**config.mk**
```make
export PLATFORM = sky130hd
export DESIGN_NAME = board_monitor
export DESIGN_NICKNAME = d
export VERILOG_FILES = /design/src/rtl/board_monitor.sv
export SDC_FILE = /design/constraint.sdc
export NUM_CORES = 1
export LEC_CHECK = 0
export CAP_MARGIN = 5
export CORE_UTILIZATION = 40
export CTS_CLUSTER_SIZE = 20
export DETAILED_ROUTE_END_ITERATION = 16
export PLACE_DENSITY_LB_ADDON = 0.15
export SETUP_SLACK_MARGIN = 0.15
export SLEW_MARGIN = 10
export SYNTH_ARGS = -nofsm -noshare
export SYNTH_HDL_FRONTEND = slang
export SYNTH_SLANG_ARGS = --single-unit
```
**constraint.sdc**
```tcl
create_clock -name clk -period 5.7 [get_ports clk]
set_input_delay 1.71 -clock clk [delete_from_list [all_inputs] [get_ports clk]]
set_output_delay 1.71 -clock clk [all_outputs]
set_load 0.02 [all_outputs]
```
**src/rtl/board_monitor.sv**
```systemverilog
// board_monitor: probe-channel LED debug monitor with debounced channel/mode buttons and heartbeat
module board_monitor_debounce #(
   parameter int CYCLES = 50000
) (
   input  logic clk,
   input  logic rst,
   input  logic btn,
   output logic press
);
   localparam int CW = $clog2(CYCLES);
   logic s1, s2, level, armed;
   logic [CW-1:0] cnt;
   logic done;
   assign done = cnt == CW'(CYCLES - 1);
   assign press = armed && s2 && !level && done;
   // synchronise, then require a run of equal samples; stay unarmed until a stable release is seen after reset
   always_ff @(posedge clk or posedge rst)
      if (rst) begin
         s1 <= 1'b0;
         s2 <= 1'b0;
         level <= 1'b0;
         armed <= 1'b0;
         cnt <= '0;
      end else begin
         s1 <= btn;
         s2 <= s1;
         if (!armed) begin
            armed <= done && !(s1 | s2);
            cnt <= (s1 | s2 | done) ? '0 : cnt + 1'b1;
         end else if (s2 == level) cnt <= '0;
         else if (done) begin
            level <= s2;
            cnt <= '0;
         end else cnt <= cnt + 1'b1;
      end
endmodule

module board_monitor #(
   parameter int NUM_CH = 4,
   parameter int DATA_W = 32,
   parameter int LED_W = 16,
   parameter int DEBOUNCE_CYCLES = 50000,
   parameter int HB_DIV_W = 24,
   localparam int NSL = DATA_W / LED_W,
   localparam int CH_W = ($clog2(NUM_CH) > 1) ? $clog2(NUM_CH) : 1,
   localparam int SL_W = ($clog2(NSL) > 1) ? $clog2(NSL) : 1
) (
   input  logic                     clk,
   input  logic                     rst,
   input  logic [NUM_CH*DATA_W-1:0] probe_data,
   input  logic [NUM_CH-1:0]        probe_valid,
   input  logic                     btn_sel,
   input  logic                     btn_mode,
   input  logic [SL_W-1:0]          slice_sel,
   output logic [LED_W-1:0]         led,
   output logic [CH_W-1:0]          cur_ch,
   output logic [1:0]               cur_mode,
   output logic                     hb
);
   logic sel_p, mode_p, cur_valid;
   logic [DATA_W-1:0] live, cap, evcnt, v;
   logic [HB_DIV_W-1:0] div;
   logic [LED_W-1:0] walk, slice_v;
   board_monitor_debounce #(.CYCLES(DEBOUNCE_CYCLES)) u_sel (.clk(clk), .rst(rst), .btn(btn_sel), .press(sel_p));
   board_monitor_debounce #(.CYCLES(DEBOUNCE_CYCLES)) u_mode (.clk(clk), .rst(rst), .btn(btn_mode), .press(mode_p));
   assign hb = div[HB_DIV_W-1];
   // select the display source and cut out the requested LED slice
   always_comb begin
      live = probe_data[int'(cur_ch)*DATA_W +: DATA_W];
      cur_valid = probe_valid[cur_ch];
      v = (cur_mode == 2'd1) ? cap : (cur_mode == 2'd2) ? evcnt : live;
      slice_v = (int'(slice_sel) < NSL) ? v[int'(slice_sel)*LED_W +: LED_W] : '0;
   end
   // free-running heartbeat divider and walking-one pattern advanced on each divider wrap
   always_ff @(posedge clk or posedge rst)
      if (rst) begin
         div <= '0;
         walk <= LED_W'(1);
      end else begin
         div <= div + 1'b1;
         if (&div) walk <= {walk[LED_W-2:0], walk[LED_W-1]};
      end
   // channel/mode selection and tracking of the selected channel; a channel change discards any coincident sample
   always_ff @(posedge clk or posedge rst)
      if (rst) begin
         cur_ch <= '0;
         cur_mode <= 2'd0;
         cap <= '0;
         evcnt <= '0;
      end else begin
         if (mode_p) cur_mode <= cur_mode + 2'd1;
         if (sel_p) begin
            cur_ch <= (cur_ch == CH_W'(NUM_CH - 1)) ? '0 : cur_ch + 1'b1;
            cap <= '0;
            evcnt <= '0;
         end else if (cur_valid) begin
            cap <= live;
            evcnt <= evcnt + 1'b1;
         end
      end
   // registered LED drive
   always_ff @(posedge clk or posedge rst)
      if (rst) led <= '0;
      else led <= (cur_mode == 2'd3) ? walk : slice_v;
endmodule
```
---- After elaboration in Yosys (flattened, before gate mapping) ----
Cells that the tools add are included.
word-level totals
  input bits .............................. 137
  logic and storage cells ................. 76
  register bits after elaboration ......... 164
  output and inout bits ................... 21
operators by class
  bitwise logic cells ..................... 6
  shift operators ......................... 2
  $lt $le $gt $ge ......................... 1
  reductions and logical operators ........ 16
  equal/unequal tests ..................... 8
  mux-type cells .......................... 20
  add/subtract/negate cells ............... 6
operators by type and width
  operator               count
  $mux 32                6
  $mux 16                9
  $shiftx 128x8->32      1
  $add 16x1->16 const B  2
  $add 32x1->32 const B  1
  $eq 16x16->1 const B   2
  $shiftx 32x6->16       1
  $add 24x1->24 const B  1
  $reduce_and 24->1      1
  $logic_and 1x1->1      8
  $eq 2x2->1 const B     3
  $reduce_and 3->1       2
  $add 2x1->2 const B    2
  $logic_not 1->1        4
  $or 1x1->1             4
  $lt 2x3->1 const B     1
  $mux 1                 3
  $bmux 1 s2             1
  $eq 1x1->1             2
  $eq 2x1->1 const B     1
  $mux 2                 1
  $not 1->1              2
  $reduce_bool 2->1      1

---- Depth between registers and ports, before layout ----
Gate-level depths: netlist (run 1).
  word-level depth ........................ 5
  mapped depth ............................ 8
  gate-level depth less buffers ........... 5

---- Hierarchy ----
Synthesis (run 1) repeated with hierarchy kept, for this count alone.
unflattened totals
  cell total of the unflattened synthesis .. 849
  area total of the unflattened synthesis .. 8,841.0 sq um
by module, submodules not included
  module                  cells each  sequential area each (sq um)  area each (sq um)  instances
  board_monitor           651         3,104.2                       6,824.0            1
  board_monitor_debounce  99          500.5                         1,008.5            2

---- Least setup slack after synthesis (run 1) ----
Ideal clock, no wire load.
  kind .................................... input to register
  start ................................... in slice_sel
  end ..................................... reg led[10]
  library setup time ...................... 142 ps
  slack ................................... 2,553 ps
  arrival ................................. 3,005 ps
  stages on the path ...................... 5
  path buffers ............................ 2
  required time ........................... 5,558 ps
  path through ............................ clkbuf_1 clkbuf_1 mux2_2 a22oi_1 o221ai_1
on the way
  word-level cells in the longest chain between the ends .. 2
RTL lines
  element               RTL line  source
  start, declared       54        input logic [SL_W-1:0] slice_sel,
  $shiftx 32x6->16      72        slice_v = (int'(slice_sel) < NSL) ? v[int'(slice_sel)*LED_W +: LED_W] : '0;
  $mux 16               104       else led <= (cur_mode == 2'd3) ? walk : slice_v;
  end signal, assigned  104
  end, declared         55        output logic [LED_W-1:0] led,
No other way between the ends.
A chain may end at the register's enable or synchronous reset.

---- Worst setup path after layout (run 1) ----
  start ................................... in probe_valid[1]
  end ..................................... reg evcnt[16]
on the way
  word-level cells in the longest chain between the ends .. 3
RTL lines
  element                       RTL line  source
  start, declared               51        input logic [NUM_CH-1:0] probe_valid,
  $bmux 1 s2                    70        cur_valid = probe_valid[cur_ch];
  $mux 1 (not written as such)  70
  $reduce_bool 2->1 (no line)   --
  end signal, assigned          98        evcnt <= evcnt + 1'b1;
  end, declared                 61        logic [DATA_W-1:0] live, cap, evcnt, v;
No other way between the ends. The select of a mux whose other input is x is not followed.

==> results.md, run 1 <==
* Run status: finished, final reports clean
* Share of synthesized registers carrying an async set or reset at 100%
* Total number of vias at 7294
* CTS sink cnt at 164
* Post-Syn Area per Cell at 11.2 µm²
* Nature of the critical path startpoint: input pin
* IO Pins at 158
* Post-CTS setup buffers at 0
* Synth Net Count at 996
* DRT Pass-1 Iters at 5
* Xor/xnor cell area share of the yosys netlist at between 5 and 6%
* Slew margin rel. at 29.0%
* IR drop worst, VDD at between 0.00015 and 0.0002 V
* Initial Util at 40.7%
* Synth cell count leaders: dfrtp_1 (163), nand2_1 (114), mux4_2 (65)
* Largest net degree at the start of global routing at ~80
* Largest family of logic cells by synthesized area: multiplexers
* Clock buffer depth at 2
* Initial antenna violation count at 1
* Fraction of layout cells with a size suffix above 1 at 17.7%
* Mapped Cells at 851
* Yosys reg bits at 164
* ANT cells at 0
* WHS at 0.400 ns
* Max-Cap Viols at 0
* # rows at 56
* Crit. End Element: flop
* Die Y at 156 µm
* Drt initial violations at 481
* HPWL after DPL at between 15000 and 20000 µm
* Top Family by Delay on Critical Path: buffers and inverters
* Die area at 0.0244 mm²
* Tot Pwr at between 2 and 3 mW
* CTS buffer count at 17
* Period minus WS final at 3.69 ns
* Cell taking the most area after synthesis: dfrtp_1
* Synth Area in Simple Gates at around 16%
* Pins Over Slew Limit at 0
* CTS tree: yes
* CP required at 6.05 ns
* Placer Congestion at 0.802
* Fmax at approximately 270 MHz
* Max Fanout on Critical Path at 25
* Worst Skew at 0.0128 ns
* Clock Latency Late Sink at 0.43 ns
* Number of gates resized after cts at 0
* Synth top area share at 42.8%
* DRC at 0
* Mux contribution to synthesized area at between 20% and 30%
* First-pass GRT wire length at 39200 µm
* Area Overhead vs Synth at 25.8%
* Clock transition at path regs at 0.06 ns
* Ys Warns at 0
* Slowest CP cell: mux4_2
* Period utilization at 64.7%
* Port Buffers at 157
* Type of the worst min-delay path: flop to flop
* Crit Path Class: input pin to flop
* Final wirelength at 23900 µm
* Die Width at 156 µm
* Synth Area in Adders at 1.05%
* CP cell instances: clkdlybuf4s50_1 -> mux4_2 -> buf_4 -> nand2_1 -> or4_1 -> a21oi_1
* Tightest Pin Transition at 1.06 ns
* RSZ-0062 raised after global routing: false
* Clock root cell: clkbuf_16
* Bufs and invs on worst path at 2
* Finish-stage setup viols at 0
* NumNets Final at 1129
* PD cells at roughly 230 mW/mm²
* Total GRT Usage at 20.7%
* Cell Area, Synth at approximately 0.0095 mm²
* Count leader, synth: dfrtp_1
* Post-route ant nets at 0
* Leak at 4.62 nW
* Synth Area in Compound Gates at 8.20%
* Sequential fraction of the synthesis area at 43.1%
* Setup_tns at 0 ns
* Final Hold Viols at 0
* H-tree depth at 4
* Gr ovfl total at 0
* Data arrival, critical path at 4.04 ns
* Largest cells by area after synthesis: dfrtp_1 (43%), mux4_2 (15%), mux2_2 (6.3%)
* Total core area at 0.0234 mm²
* Number of enable flip-flop cells after synthesis at 0
* Yosys cell types at 46
* Vias per cell at 5.54
* CTS Hold Bufs at 0
* CP peak stage delay at around 0.65 ns
* Ys flop type: dfrtp_1
* Finished Core Util at 51.2%
* Wire length per cell at 18.1 µm
* Vias in the first global route at 7251
==> area by class of cell <==
type,instances,area (µm²)
Clock buffer,19,453
Clock inverter,13,149
Fill cell,2190,11400
Inverter,14,56.3
Multi-Input combinational cell,617,5120
Sequential cell,164,4110
Tap cell,319,399
Timing Repair Buffer,170,1690
==> flip-flops by register name, indices dropped and copies added (netlist names) <==
name and count:
u_sel.s1 1, u_mode.armed 1, cap 32, u_sel.armed 1
u_sel.s2 1, cur_mode 2, led 16, u_mode.level 1
div 24, walk 16, u_sel.level 1, u_mode.s1 1
u_mode.cnt 16, evcnt 32, u_mode.s2 1, cur_ch 2
u_sel.cnt 16
==> metrics by stage <==
step	std cells	setup slack, ns	instance area [µm²]
floorplan	851	1.91	9530
global placement	1284	1.60	11400
CTS	1316	2.02	12000
global route	1316	1.86	12000
finish	1316	2.01	12000
detailed placement	1284	1.56	11400
==> power by group <==
| group | switching, mW | leakage, nW | internal, mW |
|---|---|---|---|
| clock network | 0.509 | 0.275 | 0.674 |
| registers | 0.0425 | 2.15 | 1.22 |
| logic | 0.155 | 2.19 | 0.203 |
| total | 0.707 | 4.62 | 2.09 |
==> per-layer routing <==
layer	up-vias	wire, µm	global-route usage [%]
li1	3449	-	-
met1	3657	10800	28.8
met2	164	11400	31.9
met3	22	1320	5.43
met4	2	289	5.37
met5	-	13	0
==> path summary, 6_finish.rpt <==
| check | start | end | slack, ns | depth (start not counted) |
|---|---|---|---|---|
| max in group asynchronous | rst | evcnt[14]$_DFFE_PP0P_ | 3.34 | 3 |
| min reg2reg | u_sel.s1$_DFF_PP0_ | u_sel.s2$_DFF_PP0_ | 0.40 | 0 |
| min | u_sel.s1$_DFF_PP0_ | u_sel.s2$_DFF_PP0_ | 0.40 | 0 |
| max reg2reg | cur_ch[0]$_DFFE_PP0P_ | evcnt[16]$_DFFE_PP0P_ | 3.08 | 5 |
| max | probe_valid[1] | evcnt[16]$_DFFE_PP0P_ | 2.01 | 6 |
| min in group asynchronous | rst | u_mode.s1$_DFF_PP0_ | 1.61 | 2 |
==> layout by cell type (no fill, tap or decap), types with 3 or more instances in the layout <==
cell type	instances
dfrtp_1	161
clkdlybuf4s50_1	156
nand2_1	114
mux4_2	65
a21oi_1	59
mux2_2	53
nor2_1	45
nand3_1	28
xnor2_1	28
xor2_1	27
nand4_1	24
mux2i_1	19
clkbuf_16	17
a22oi_1	16
o221ai_1	16
o21ai_0	15
or3_1	15
o31ai_1	15
or4_1	14
inv_1	13
buf_4	11
and4_1	10
and3_1	9
ha_1	8
clkinvlp_4	7
nor4_1	6
nor3_1	6
nor4b_1	3
inv_6	3
==> cell families after synthesis <==
family	after synthesis
buffers and inverters	70
xor gates and xnor gates	55
and+or+nand+nor	291
muxes	137
DFF	164
adders and majority gates	8
AOI/OAI and AO/OA	126
No activity file was read; power rests on OpenSTA's default activity.
==> run 2: changes to the inputs <==
Clock period 5.7 ns to 3.1 ns, I/O delays scaled along.
==> run 2 against run 1 <==
  * Clock-buffer cell count is 1 higher
  * Critical endpoint is now cur_ch[0]
  * Combinational power is 84% higher
  * Wire length is 0.45% lower
==> results.md, run 2 (same netlist as run 1, synthesis figures left out) <==
* Run status: finished, final reports clean
* Top Family by Delay on Critical Path: buffers and inverters
* Vias per cell at 5.51 (-0.52%)
* First-pass GRT wire length at 39300 µm (+0.44%)
* Final non-filler cell total at 1320 (+0.30%)
* Leak at 4.68 nW (+1.3%)
* Fraction of layout cells with a size suffix above 1 at 17.9% (+0.23 points)
* Post-route ant nets at 0 (unchanged)
* DRC at 0 (unchanged)
* Bufs and invs on worst path at 1 (-1)
* Finished Core Util at 51.6% (+0.43 points)
* Vias in the first global route at 7367 (+1.6%)
* Setup_tns at 0 ns (unchanged)
* Die Width at 156 µm (unchanged)
* RSZ-0062 raised after global routing: false
* Final Hold Viols at 0 (unchanged)
* CTS Hold Bufs at 0 (unchanged)
* Wire length per cell at 18.0 µm (-0.75%)
* Clock Latency Late Sink at 0.44 ns (about the same)
* Worst Skew at 0.0142 ns (+0.00143 ns)
* Area Overhead vs Synth at 26.9%
* CP peak stage delay at 0.65 ns (about the same)
* PD cells at 436 mW/mm² (+86%)
* Period utilization at 83.1%
* CTS sink cnt at 164 (unchanged)
* Tightest Pin Transition at 1.04 ns (-0.0184 ns)
* Post-route cell area at 0.0121 mm² (+0.85%)
* Port Buffers at 157 (unchanged)
* Fmax at 388 MHz
* IO Pins at 158 (unchanged)
* Initial Util at 40.7% (unchanged)
* Type of the worst min-delay path: flop to flop
* Clock buffer depth at 2 (unchanged)
* CTS tree: yes
* CP required at 2.17 ns (-3.88 ns)
* Die Y at 156 µm (unchanged)
* HPWL after DPL at 17200 µm (-0.94%)
* Number of gates resized after cts at 0 (unchanged)
* Total core area at 0.0234 mm² (unchanged)
* Clock root cell: clkbuf_16
* Period minus WS final at 2.57 ns
* Die area at 0.0244 mm² (unchanged)
* Busiest grt layer: met2
* Crit. End Element: primary output
* Initial antenna violation count at 0 (-1)
* Global Route met2 Usage at 32.4% (+0.53 points)
* IR drop worst, VDD at 0.000318 V (+68%)
* Final wirelength at 23800 µm (-0.45%)
* Slew margin rel. at 30.2% (+1.2 points)
* Max-Cap Viols at 0 (unchanged)
* Nature of the critical path startpoint: flop
* Most frequent cells in the layout: dfrtp_1 (161), clkdlybuf4s50_1 (156), nand2_1 (114)
* DP Cell Count at 1288 (+0.31%)
* Data arrival, critical path at 1.64 ns (-2.40 ns)
* H-tree depth at 4 (unchanged)
* ANT cells at 0 (unchanged)
* Pre-CTS WS at 0.202 ns (-1.36 ns)
* Max Fanout on Critical Path at 12 (-52%)
* Clock transition at path regs at 0.06 ns (about the same)
* Total GRT Usage at 20.9% (+0.20 points)
* Finish-stage setup viols at 0 (unchanged)
* M1 GR Usage at 29.4% (+0.63 points)
* Largest net degree at the start of global routing at 94 (+21%)
* Drt initial violations at 501 (+4.2%)
* NumNets Final at 1133 (+0.35%)
* Slowest CP cell: clkdlybuf4s50_1
* Min setup slack post-route at 0.525 ns (-1.49 ns)
* Placer Congestion at 0.812 (+1.3%)
* CP cell instances: clkdlybuf4s50_1
* Regs by FF count: cap (32), evcnt (32), div (24)
* DRT Pass-1 Iters at 4 (-1)
* Gr ovfl total at 0 (unchanged)
* DP Area at 0.0114 mm² (+0.59%)
* # rows at 56 (unchanged)
* Met3 Use GR at 4.07% (-1.4 points)
* CTS buffer count at 17 (unchanged)
* Leading cell type in the layout, fill and taps excluded: dfrtp_1
* Total number of vias at 7278 (-0.22%)
* Pins Over Slew Limit at 0 (unchanged)
* Crit Path Class: flop to primary output
* Post-CTS setup buffers at 0 (unchanged)
## run 2: cell types whose count changed in the layout (fill, tap and decap cells not counted), sizes merged
cell	delta
inv	-3
clkbuf	+1
clkinv	+3
clkinvlp	-3
bufinv	+2
buf	+4
## run 2: path summary, 6_finish.rpt
kind	from	endpoint	slack [ns]	depth (start not counted)
worst max-delay path	cur_ch[0]$_DFFE_PP0P_	cur_ch[0]	0.53	1
worst min-delay path	u_sel.s1$_DFF_PP0_	u_sel.s2$_DFF_PP0_	0.41	0
worst max register to register	div[0]$_DFF_PP0_	walk[3]$_DFFE_PP0P_	0.87	5
worst min register to register	u_sel.s1$_DFF_PP0_	u_sel.s2$_DFF_PP0_	0.41	0
max in group asynchronous	rst	led[12]$_DFF_PP0_	1.66	3
min in group asynchronous	rst	div[3]$_DFF_PP0_	0.96	3
## run 2: cell type report
type,instances,area [µm²]
Sequential cell,164,4110
Inverter,14,56.3
Fill cell,2150,11300
Tap cell,319,399
Clock inverter,12,179
Multi-Input combinational cell,617,5120
Clock buffer,20,457
Timing Repair Buffer,174,1760
## run 2: through the flow
step | hold WS [ns] | power, mW
after floorplan | 0.369 | 2.69
after global placement | 0.408 | 3.02
after detailed placement | 0.413 | 3.03
after CTS | 0.418 | 5.32
after global routing | 0.435 | 5.49
final | 0.412 | 5.27
## run 2: power by group
group / switching (mW) / leakage [nW] / internal (mW) / total, mW
registers: 0.0791 / 2.15 / 2.24 / 2.32
clock network: 0.896 / 0.302 / 1.39 / 2.29
logic: 0.282 / 2.22 / 0.377 / 0.659
total: 1.26 / 4.68 / 4.01 / 5.27
## run 2: routing by layer
| layer | part of all wire, % | wire (µm) |
|---|---|---|
| met4 | 1.0 | 246 |
| met3 | 4.8 | 1140 |
| met1 | 47 | 11200 |
| met5 | 0 | 0 |
| met2 | 47 | 11200 |
